[config.mk]
export PLATFORM = sky130hd
export DESIGN_NAME = hazard_ctrl
export DESIGN_NICKNAME = d
export VERILOG_FILES = /design/src/rtl/hazard_ctrl.sv
export SDC_FILE = /design/constraint.sdc
export NUM_CORES = 1
export LEC_CHECK = 0
export CORE_AREA = 2 2 90 49
export DETAILED_ROUTE_END_ITERATION = 7
export DIE_AREA = 0 0 92 51
export PLACE_DENSITY = 0.91
export SLEW_MARGIN = 20
export SYNTH_ARGS = -nofsm -noshare
export SYNTH_HDL_FRONTEND = slang
export SYNTH_SLANG_ARGS = --single-unit
[constraint.sdc]
create_clock -name clk -period 3.15 [get_ports clk]
set_input_delay 0.63 -clock clk [delete_from_list [all_inputs] [get_ports clk]]
set_output_delay 0.63 -clock clk [all_outputs]
set_load 0.01 [all_outputs]
[src/rtl/hazard_ctrl.sv]
// rtl/hazard_ctrl.sv - 5-stage pipeline hazard controller (optional PERF_CNT_EN perf counters)
module hazard_ctrl #(
  parameter int REG_ADDR_WIDTH = 5,
  parameter int MAX_WAIT       = 15,
  parameter int CNT_WIDTH      = 32
) (
  input  logic                      clk,
  input  logic                      rst,
  input  logic [REG_ADDR_WIDTH-1:0] Rs1D,
  input  logic [REG_ADDR_WIDTH-1:0] Rs2D,
  input  logic [REG_ADDR_WIDTH-1:0] Rs1E,
  input  logic [REG_ADDR_WIDTH-1:0] Rs2E,
  input  logic [REG_ADDR_WIDTH-1:0] RdE,
  input  logic [REG_ADDR_WIDTH-1:0] RdM,
  input  logic [REG_ADDR_WIDTH-1:0] RdW,
  input  logic                      RegWriteM,
  input  logic                      RegWriteW,
  input  logic                      LoadE,
  input  logic                      PCSrcE,
  input  logic                      MemReqM,
  input  logic                      MemReadyM,
  output logic [1:0]                ForwardAE,
  output logic [1:0]                ForwardBE,
  output logic                      StallF,
  output logic                      StallD,
  output logic                      StallE,
  output logic                      StallM,
  output logic                      FlushD,
  output logic                      FlushE,
  output logic                      FlushW,
  output logic                      MemErr,
  output logic [CNT_WIDTH-1:0]      StallCnt,
  output logic [CNT_WIDTH-1:0]      FlushCnt
);

  localparam int WCW = ($clog2(MAX_WAIT + 1) < 4) ? 4 : $clog2(MAX_WAIT + 1);

  typedef enum logic {RUN, MEM_WAIT} state_t;

  state_t         state, state_nxt;
  logic [WCW-1:0] wait_cnt;
  logic           mem_err;
  logic           lw_stall;
  logic           wait_done;
  logic           hold;

  // Forwarding select: M-stage result wins over W-stage; x0 never forwards.
  function automatic logic [1:0] fwd_sel(input logic [REG_ADDR_WIDTH-1:0] rs);
    if (RegWriteM && (RdM != '0) && (RdM == rs))      return 2'b10;
    else if (RegWriteW && (RdW != '0) && (RdW == rs)) return 2'b01;
    else                                              return 2'b00;
  endfunction

  // Operand forwarding selects, forced to RD1E/RD2E while in reset.
  always_comb begin
    ForwardAE = 2'b00;
    ForwardBE = 2'b00;
    if (!rst) begin
      ForwardAE = fwd_sel(Rs1E);
      ForwardBE = fwd_sel(Rs2E);
    end
  end

  assign lw_stall  = LoadE && (RdE != '0) && ((RdE == Rs1D) || (RdE == Rs2D)) && !PCSrcE;
  assign wait_done = (wait_cnt == WCW'(MAX_WAIT - 1));

  // Next state and stall/flush outputs; the wait is entered Mealy-style so the
  // requesting cycle already freezes the pipe, and the release cycle runs normally.
  always_comb begin
    state_nxt = state;
    hold      = 1'b0;
    StallF    = 1'b0;
    StallD    = 1'b0;
    StallE    = 1'b0;
    StallM    = 1'b0;
    FlushD    = 1'b0;
    FlushE    = 1'b0;
    FlushW    = 1'b0;
    if (!rst) begin
      case (state)
        RUN: begin
          if (MemReqM && !MemReadyM) begin
            state_nxt = MEM_WAIT;
            hold      = 1'b1;
          end
        end
        MEM_WAIT: begin
          if (MemReadyM) begin
            state_nxt = RUN;
          end else begin
            hold = 1'b1;
            if (wait_done) state_nxt = RUN;
          end
        end
        default: state_nxt = RUN;
      endcase
      if (hold) begin
        StallF = 1'b1;
        StallD = 1'b1;
        StallE = 1'b1;
        StallM = 1'b1;
        FlushW = 1'b1;
      end else begin
        StallF = lw_stall;
        StallD = lw_stall;
        FlushE = lw_stall | PCSrcE;
        FlushD = PCSrcE;
      end
    end
  end

  // State register.
  always_ff @(posedge clk) begin
    if (rst) state <= RUN;
    else     state <= state_nxt;
  end

  // Wait counter (held at zero outside MEM_WAIT) and sticky timeout flag.
  always_ff @(posedge clk) begin
    if (rst) begin
      wait_cnt <= '0;
      mem_err  <= 1'b0;
    end else if (state == RUN) begin
      wait_cnt <= '0;
    end else if (!MemReadyM) begin
      wait_cnt <= wait_cnt + 1'b1;
      if (wait_done) mem_err <= 1'b1;
    end
  end

  assign MemErr = mem_err;

`ifdef PERF_CNT_EN
  // Performance counters: stall cycles and flush cycles, free-running with wrap.
  always_ff @(posedge clk) begin
    if (rst) begin
      StallCnt <= '0;
      FlushCnt <= '0;
    end else begin
      if (StallF | StallD | StallE | StallM) StallCnt <= StallCnt + 1'b1;
      if (FlushD | FlushE)                   FlushCnt <= FlushCnt + 1'b1;
    end
  end
`else
  assign StallCnt = '0;
  assign FlushCnt = '0;
`endif

endmodule
Word level (Yosys, flattened, before mapping):

Cells that the tools add are included.

* bits in registers: 6
* bits of input ports: 43
* output and inout bits: 76
* word-level logic and storage cells: 53

* add/subtract/negate cells: 1
* equal/unequal tests: 7
* mux-type cells: 21
* bitwise logic cells: 3
* reduce and logical (&&, ||, !) cells: 18

Operators by type and width (number)
* == test 5 bit: 6
* 2-to-1 mux 1 bit: 15
* nonzero test 5 bit: 3
* logical AND 1 bit: 10
* 2-to-1 mux 2 bit: 4
* adder 4 x 1 -> 4 bit, second input constant: 1
* == test 4 bit, second input constant: 1
* one-hot mux 1 bit (2 select lines): 2
* AND reduction 3 bit: 1
* zero test 1 bit: 2
* inverter 1 bit: 2
* OR reduction 2 bit: 1
* logical OR 1 bit: 1
* OR 1 bit: 1

Longest topological paths before layout:

Gate-level depths: netlist of run 1.

* depth in word-level cells: 7
* gate-level depth with buffers: 6
* gate-level depth less buffers: 6

Worst setup path before layout of run 1:

Ideal clock, no wire load.

* path kind: input-to-output
* from: input port RdE[3]
* to: output port StallF
* arrival: 1.865 ns
* required time: 2.520 ns
* setup slack: 0.655 ns
* cell stages on the path: 5
* path buffers: 1
* cell sequence: xor2_1 -> nor3_1 -> a22oi_1 -> o41ai_1 -> buf_4

* cells in the longest elaborated chain, start to end: 6
* elaborated cells between the ends (all ways): 9
* classes of those cells: eq/ne (2); mux (2); reduce/logical (5)

RTL lines
* start: declaration: RTL line 13 `input logic [REG_ADDR_WIDTH-1:0] RdE,`
* == test 5 bit or nonzero test 5 bit (tied branches): RTL line 64 `assign lw_stall = LoadE && (RdE != '0) && ((RdE == Rs1D) || (RdE == Rs2D)) && !PCSrcE;`
* logical OR 1 bit or logical AND 1 bit (tied branches): RTL line 64
* logical AND 1 bit (*) (2 in a row): RTL line 64
* 2-to-1 mux 1 bit (*) (2 in a row)
* end: declaration: RTL line 24 `output logic StallF,`

Every way passes the cells marked *; elsewhere a longest branch is shown, timed or not.

Worst setup path in the final report of run 1:

* from: input port RdM[1]
* to: output port ForwardBE[0]

* cells in the longest elaborated chain, start to end: 5
* elaborated cells between the ends (all ways): 6
* classes of those cells: eq/ne (1); mux (2); reduce/logical (3)

RTL lines
* start: declaration: RTL line 14 `input logic [REG_ADDR_WIDTH-1:0] RdM,`
* nonzero test 5 bit: RTL line 49 `if (RegWriteM && (RdM != '0) && (RdM == rs)) return 2'b10;`
* logical AND 1 bit: RTL line 49
* logical AND 1 bit (*): RTL line 49
* 2-to-1 mux 2 bit (*): RTL line 49
* 2-to-1 mux 2 bit (*): RTL line 58 `if (!rst) begin`
* end: declaration: RTL line 23 `output logic [1:0] ForwardBE,`

Marks and branches as above.

==> impl_metrics.yaml, run 1 <==
global_routing:
  grt_pass1_wl_um: 4380
  overflow: 0
  grt_max_degree: 8
  grt_use_total_pct: 12.0
  grt_pass1_vias: 955
  antenna_found_initial: 0
logic_synthesis:
  syn-mean-instance-area_um2: 7.70
  yosysWarnings: 0
  yosysUniqueCellTypes: 31
  ys_seq_area_share_pct: 9.75
  synth_cells: 160
  ys_seq_elements: 6
  syn-cell-area_um2: 1230
critical_path:
  cp-start-kind: "primary input"
  worstSetupEndpointType: "primary output"
  max_stage_delay_ns: 0.56
  r2r_end: "MemErr"
  rr_startpoint: "wait_cnt[0]"
  critPathBufInv: 2
  crit_type: "primary input to primary output"
  critPathMaxFanout: 3
  worstPathRequired_ns: 2.52
  path_cells: "clkdlybuf4s50_1 -> or4_1 -> o21ai_2 -> nor3_2 -> nor4_2 -> dlygate4sd2_1"
  crit_family: "simple AND/OR/NAND/NOR gates"
  r2r_cells: 6
  rrSetupSlack_ns: 2.06
  cp.arrival_ns: 2.45
  crit_slowest_cell: "or4_1"
place:
  hpwl_um: 2650
  place.gp.congestion: 0.865
  io_buffers: 54
  placed_cell_area_um2: 1660
  dp_cells: 278
die:
  core_area_um2: 4040
  die-area_um2: 4690
  die_y_um: 51
  pin_count: 119
  start_util_pct: 30.5
  die_w_um: 92
  num_rows: 17
detailed_routing:
  drt-total-wl_um: 2880
  routedWlPerCell_um: 10.2
  via_per_inst: 3.65
  drtIter0Drc: 33
  dr.pass1.iters: 4
  drc: 0
  drtAntennaViolNets: 0
  via_count: 1027
finish:
  finalNonFillerCells: 281
  fin_util_pct: 42.4
  nNetsFinal: 271
  design_area_um2: 1710
  drive_above_1_share_pct: 8.93
  antenna_cells: 0
  area_growth_pct: 39.0
clock_tree:
  cts.path.max_buffers: 2
  hold_buffers: 0
  numCtsBuffers: 3
  h-tree-depth: 1
  cts.clk_slew.worst_paths_ns: 0.03
  clk_latency_ns: 0.22
  cts.sinks: 6
  cts_tree: "done"
  cts-root-buf: "clkbuf_8"
  postCtsSetupRepairBufs: 0
timing:
  final-max-slew-violation-count: 0
  finClkSkew_ns: 0.00294
  fmax_ghz: 0.324
  setup_viol: 0
  min_period_ns: 3.08
  finalHoldWorstSlack_ns: 0.464
  hold_viol_final: 0
  rsz0062_at_grt: "no"
  finalCritPeriodShare_pct: 97.9
run_status:
  status: "finished clean"
hold_path:
  worstHoldPathCells: 2
  min_from: "MemErr"
  worstHoldPathType: "flip-flop to flip-flop"
  hold_path_end: "MemErr"
power:
  p_leak_nw: 0.802
  power.density_nw_per_um2: 219
  worst_ir_drop_vdd_mv: 0.0897
flow_run:
  max_cap_viol_count: 0
-- worst max path at each step --
| stage | start | to | slack (ns) | cells past startpoint |
|---|---|---|---|---|
| finish | RdM[1] | ForwardBE[0] | 0.07 | 6 |
| global placement | RdM[1] | ForwardBE[0] | -0.23 | 6 |
| detailed placement | RdM[1] | ForwardBE[0] | -0.24 | 6 |
| CTS | RdM[1] | ForwardBE[1] | 0.02 | 6 |
| global route | RdM[1] | ForwardBE[0] | 0.006 | 6 |
| floorplan | RdE[3] | StallF | 0.66 | 5 |
-- cells in the final DEF, fill, tap and decap left out, types with 2 or more instances in the layout --
cell type	count
conb_1	64
clkdlybuf4s50_1	48
xor2_1	20
xnor2_1	13
nor2_1	12
buf_4	12
dfxtp_1	6
nor3_1	5
or4_1	4
nand3_1	4
dlygate4sd2_1	4
clkbuf_8	3
inv_1	2
nand2_1	2
nor2b_1	2
nor4_1	2
a21oi_1	2
ha_1	2
dlymetal6s2s_1	2
-- where the power goes --
group          switching (mW)  leakage [nW]  internal, mW
clock network          0.0318        0.0216        0.0820
logic                  0.0924         0.732        0.0914
registers            0.000951        0.0485        0.0774
total                   0.125         0.802         0.251
-- metrics by stage --
| stage | worst slack, ns | setup TNS [ns] | total power, mW |
|---|---|---|---|
| final | 0.0665 | 0 | 0.376 |
| after floorplan | 0.655 | 0 | 0.225 |
| after global routing | 0.00645 | 0 | 0.401 |
| after global placement | -0.226 | -0.695 | 0.258 |
| after CTS | 0.0153 | 0 | 0.379 |
| after detailed placement | -0.238 | -0.816 | 0.262 |
-- Yosys cell counts, drive strengths merged --
cell / n / area [µm²]
nor4: 3 / 25.0
a21oi: 2 / 10.0
or4: 4 / 30.0
nor2b: 2 / 12.5
a22oi: 1 / 7.51
xnor2: 13 / 114
o21ai: 3 / 18.8
o21bai: 1 / 7.51
nand2b: 1 / 6.26
nor3b: 1 / 7.51
nor3: 6 / 35.0
dfxtp: 6 / 120
ha: 2 / 25.0
conb: 1 / 3.75
o211ai: 1 / 7.51
clkbuf: 1 / 3.75
nand4b: 1 / 8.76
inv: 2 / 7.51
nand2: 2 / 7.51
buf: 67 / 503
and2: 1 / 6.26
nand3: 4 / 20.0
xor2: 20 / 175
o21ba: 1 / 10.0
o41ai: 1 / 8.76
nor2: 12 / 45.0
or3: 1 / 6.26
-- repair_timing --
action / CTS / global route
gates resized for setup: 5 / 2
endpoints found under the setup margin: 4 / 2
cloned: 0 / 0
-- area by class of cell --
class                           count  area (µm²)
Multi-Input combinational cell    147         842
Inverter                            2        7.51
Fill cell                         419        2330
Clock buffer                        3        41.3
Timing Repair Buffer               66         631
Sequential cell                     6         120
Tap cell                           57        71.3
-- kinds of logic (layout without fill, tap and decap cells) --
family	count (synthesis)	in the layout	synth area share [%]
AO/OA/AOI/OAI	10	10	5.69
XOR/XNOR	33	33	23.5
flip-flops	6	6	9.75
buffers and inverters	70	71	41.7
other	1	64	0.304
AND/OR/NAND/NOR	38	38	17.1
adder cells (fa/ha/maj)	2	2	2.03
-- registers in the layout, summed over array words and instances (netlist names) --
signal and count:
wait_cnt 4, MemErr 1, state 1
-- worst reg2reg max path: stages (launching register included) --
cell	delay [ns]
dfxtp_1	0.34
inv_1	0.07
ha_1	0.13
nand3_1	0.12
nor3b_1	0.24
nor2_1	0.06
nor2_1	0.07
-- per-layer routing --
metal	part of all wire (%)	track usage, %	vias up
li1	-	-	522
met3	3.7	2.36	4
met4	0.87	2.99	0
met5	0	0	-
met2	50	21.4	29
met1	46	15.2	472
(Power assumes the default switching activity.)
==> run 2, diff against run 1 <==
- ABC_AREA: unset -> 1
- CORE_AREA: 2 2 90 49 -> 4 4 94 52
- DIE_AREA: 0 0 92 51 -> 0 0 98 56
- PLACE_DENSITY: 0.91 -> 0.9
==> run 2 against run 1 <==
Non-clock buffer count down 11. Combinational power hardly changed. Core utilization decreased by 0.91 points. Power increased by 0.42%. Synthesized cell count is 35% higher. Die area rose by 17%. Sequential share of layout area is essentially flat. Critical path depth grew 4.
==> impl_metrics.yaml, run 2 <==
finish:
  n_fill_cell: 456
  design_area_um2: 1720
  area_growth_pct: 29.7
  nNetsFinal: 317
  antenna_cells: 0
  top_register: "wait_cnt"
  layout_common_cells: "64 x conb_1, 54 x clkdlybuf4s50_1, 44 x nand2_1"
  largest_reg_flops: 4
  final_common_cell: "conb_1"
  drive_above_1_share_pct: 4.07
  multi_input_area_um2: 850
  finalNonFillerCells: 327
  ff_latch_area_um2: 120
logic_synthesis:
  yosys.area.top_type_share_pct: 37.9
  ys_seq_area_share_pct: 9.06
  ys_seq_elements: 6
  synthTopCellsByArea: "buf_4 38%, xnor2_1 13%, nand2_1 12%"
  synth_ff_type: "dfxtp_1"
  ys_async_sr_fraction_pct: 0
  yosysUniqueCellTypes: 19
  yosysTopAreaCell: "buf_4"
  synth.most_common_cell: "buf_4"
  synth_cells: 216
  synth-edff-count: 0
  synthTopCellsByCount: "67 x buf_4, 44 x nand2_1, 26 x nor2_1"
  yosysWarnings: 0
  syn-cell-area_um2: 1330
  syn-mean-instance-area_um2: 6.14
die:
  num_rows: 17
  die-area_um2: 5490
  die_w_um: 98
  die_y_um: 56
  core_area_um2: 4150
  start_util_pct: 32.0
  pin_count: 119
place:
  hpwl_um: 3120
  place.gp.congestion: 0.901
  pre_cts_ws_ns: 0.160
  dp_cells: 324
  placed_cell_area_um2: 1680
  io_buffers: 54
timing:
  rsz0062_at_grt: "no"
  min_period_ns: 2.98
  finalCritPeriodShare_pct: 94.5
  final-max-slew-violation-count: 0
  setup_viol: 0
  finClkSkew_ns: 0.00225
  setup_tns_ns: 0
  setup_ws_ns: 0.172
  hold_viol_final: 0
  fmax_ghz: 0.336
clock_tree:
  cts.sinks: 6
  numCtsBuffers: 3
  hold_buffers: 0
  cts.clk_slew.worst_paths_ns: 0.04
  ctsResizeCount: 0
  h-tree-depth: 1
  cts.path.max_buffers: 2
  cts-root-buf: "clkbuf_8"
  cts_tree: "done"
  clk_latency_ns: 0.22
  postCtsSetupRepairBufs: 0
critical_path:
  path_cells: "clkdlybuf4s50_1 -> inv_2 -> nand2_1 -> nand2_1 -> nor2_1 -> nand3_1 -> nand2_1 -> nand3_1 -> nand2_1 -> clkdlybuf4s50_1"
  cp-start-kind: "primary input"
  worstSetupEndpointType: "primary output"
  max_stage_delay_ns: 0.55
  worstPathRequired_ns: 2.52
  rr_startpoint: "wait_cnt[0]"
  crit_slowest_cell: "clkdlybuf4s50_1"
  r2r_end: "MemErr"
  cp.arrival_ns: 2.35
  cp-endpoint: "StallF"
  r2r_cells: 6
  crit_type: "primary input to primary output"
  cp-startpoint: "RdE[4]"
  rrSetupSlack_ns: 2.14
  path_common_cell: "nand2_1"
  critPathMaxFanout: 4
detailed_routing:
  via_per_inst: 3.63
  drtAntennaViolNets: 0
  drtIter0Drc: 72
  drt-total-wl_um: 3380
  routedWlPerCell_um: 10.3
  dr.pass1.iters: 4
  via_count: 1186
  drc: 0
power:
  total_power_uw: 378
  worst_ir_drop_vdd_mv: 0.132
  power.density_nw_per_um2: 219
  p_leak_nw: 0.844
global_routing:
  antenna_found_initial: 0
  grt_pass1_vias: 1122
  grt_use_total_pct: 11.7
  grt_max_degree: 8
  grt_pass1_wl_um: 5250
  overflow: 0
run_status:
  status: "finished clean"
hold_path:
  worstHoldPathType: "flip-flop to flip-flop"
flow_run:
  max_cap_viol_count: 0
==> run 2: cell count changes in the layout (fill, tap and decap cells not counted), sizes merged, moves of 3 or more <==
cell	before	now
buf	12	1
inv	2	24
clkdlybuf4s50	48	54
nand3	4	9
or4	4	0
xnor2	13	20
nand2	2	44
nor4	3	0
dlygate4sd2	4	0
xor2	20	1
nor2	12	26
nor3	6	1
a21oi	2	6
==> run 2: per-stage QoR <==
step                      hold slack [ns]  utilization, %
after global placement              0.456            40.5
final                               0.477            41.5
after detailed placement            0.468            40.5
after CTS                           0.475            41.5
after global routing                0.531            41.5
after floorplan                     0.465               -
==> run 2: worst max-delay path, delay by kind of cell <==
| family | cells | cell delay [ns] |
|---|---|---|
| buffers and inverters | 3 | 1.14 |
| AND/OR/NAND/NOR | 7 | 0.56 |
==> run 2: layer usage <==
layer	share of wire, %	wire [µm]	vias to the layer above	global-route usage, %
met3	4.5	151	4	2.13
met1	45	1520	519	15.1
met4	0.98	33	0	2.96
met2	50	1680	28	19.9
met5	0	0	-	0
li1	-	-	635	-
==> run 2: final cells by class <==
type | count | area share (%)
multi-input cells | 182 | 49.4
repair buffers | 55 | 31.9
flip-flops and latches | 6 | 6.98
inverters | 24 | 5.24
well taps | 57 | 4.15
clock buffers | 3 | 2.40
==> run 2: how the worst min path moves through the flow <==
stage | start | to | slack, ns | cells after the start
floorplan | wait_cnt[0] | wait_cnt[0] | 0.46 | 2
global placement | MemErr | MemErr | 0.46 | 2
detailed placement | MemErr | MemErr | 0.47 | 2
CTS | MemErr | MemErr | 0.47 | 2
global route | wait_cnt[0] | wait_cnt[0] | 0.53 | 2
finish | MemErr | MemErr | 0.48 | 2
==> run 2: kinds of logic after synthesis <==
group | after synthesis | share of synthesized area (%)
xor gates and xnor gates | 21 | 13.9
adders and majority gates | 2 | 1.89
DFF | 6 | 9.06
buffers and inverters | 91 | 44.7
other | 1 | 0.283
and+or+nand+nor | 82 | 25.0
AOI/OAI and AO/OA | 13 | 5.19
==> run 2: where the power goes <==
| part | switching (mW) | internal, mW | total, mW | leakage (nW) |
|---|---|---|---|---|
| Sequential | 0.00107 | 0.0775 | 0.0786 | 0.0486 |
| Combinational | 0.0994 | 0.0863 | 0.186 | 0.774 |
| Clock | 0.0314 | 0.0819 | 0.113 | 0.0216 |
| Total | 0.132 | 0.246 | 0.377 | 0.844 |
==> run 3, diff against run 2 <==
- CTS_CLUSTER_DIAMETER: unset -> 40
==> results of run 3 <==
No change in the layout: final DEF, timing and power equal those of run 2.
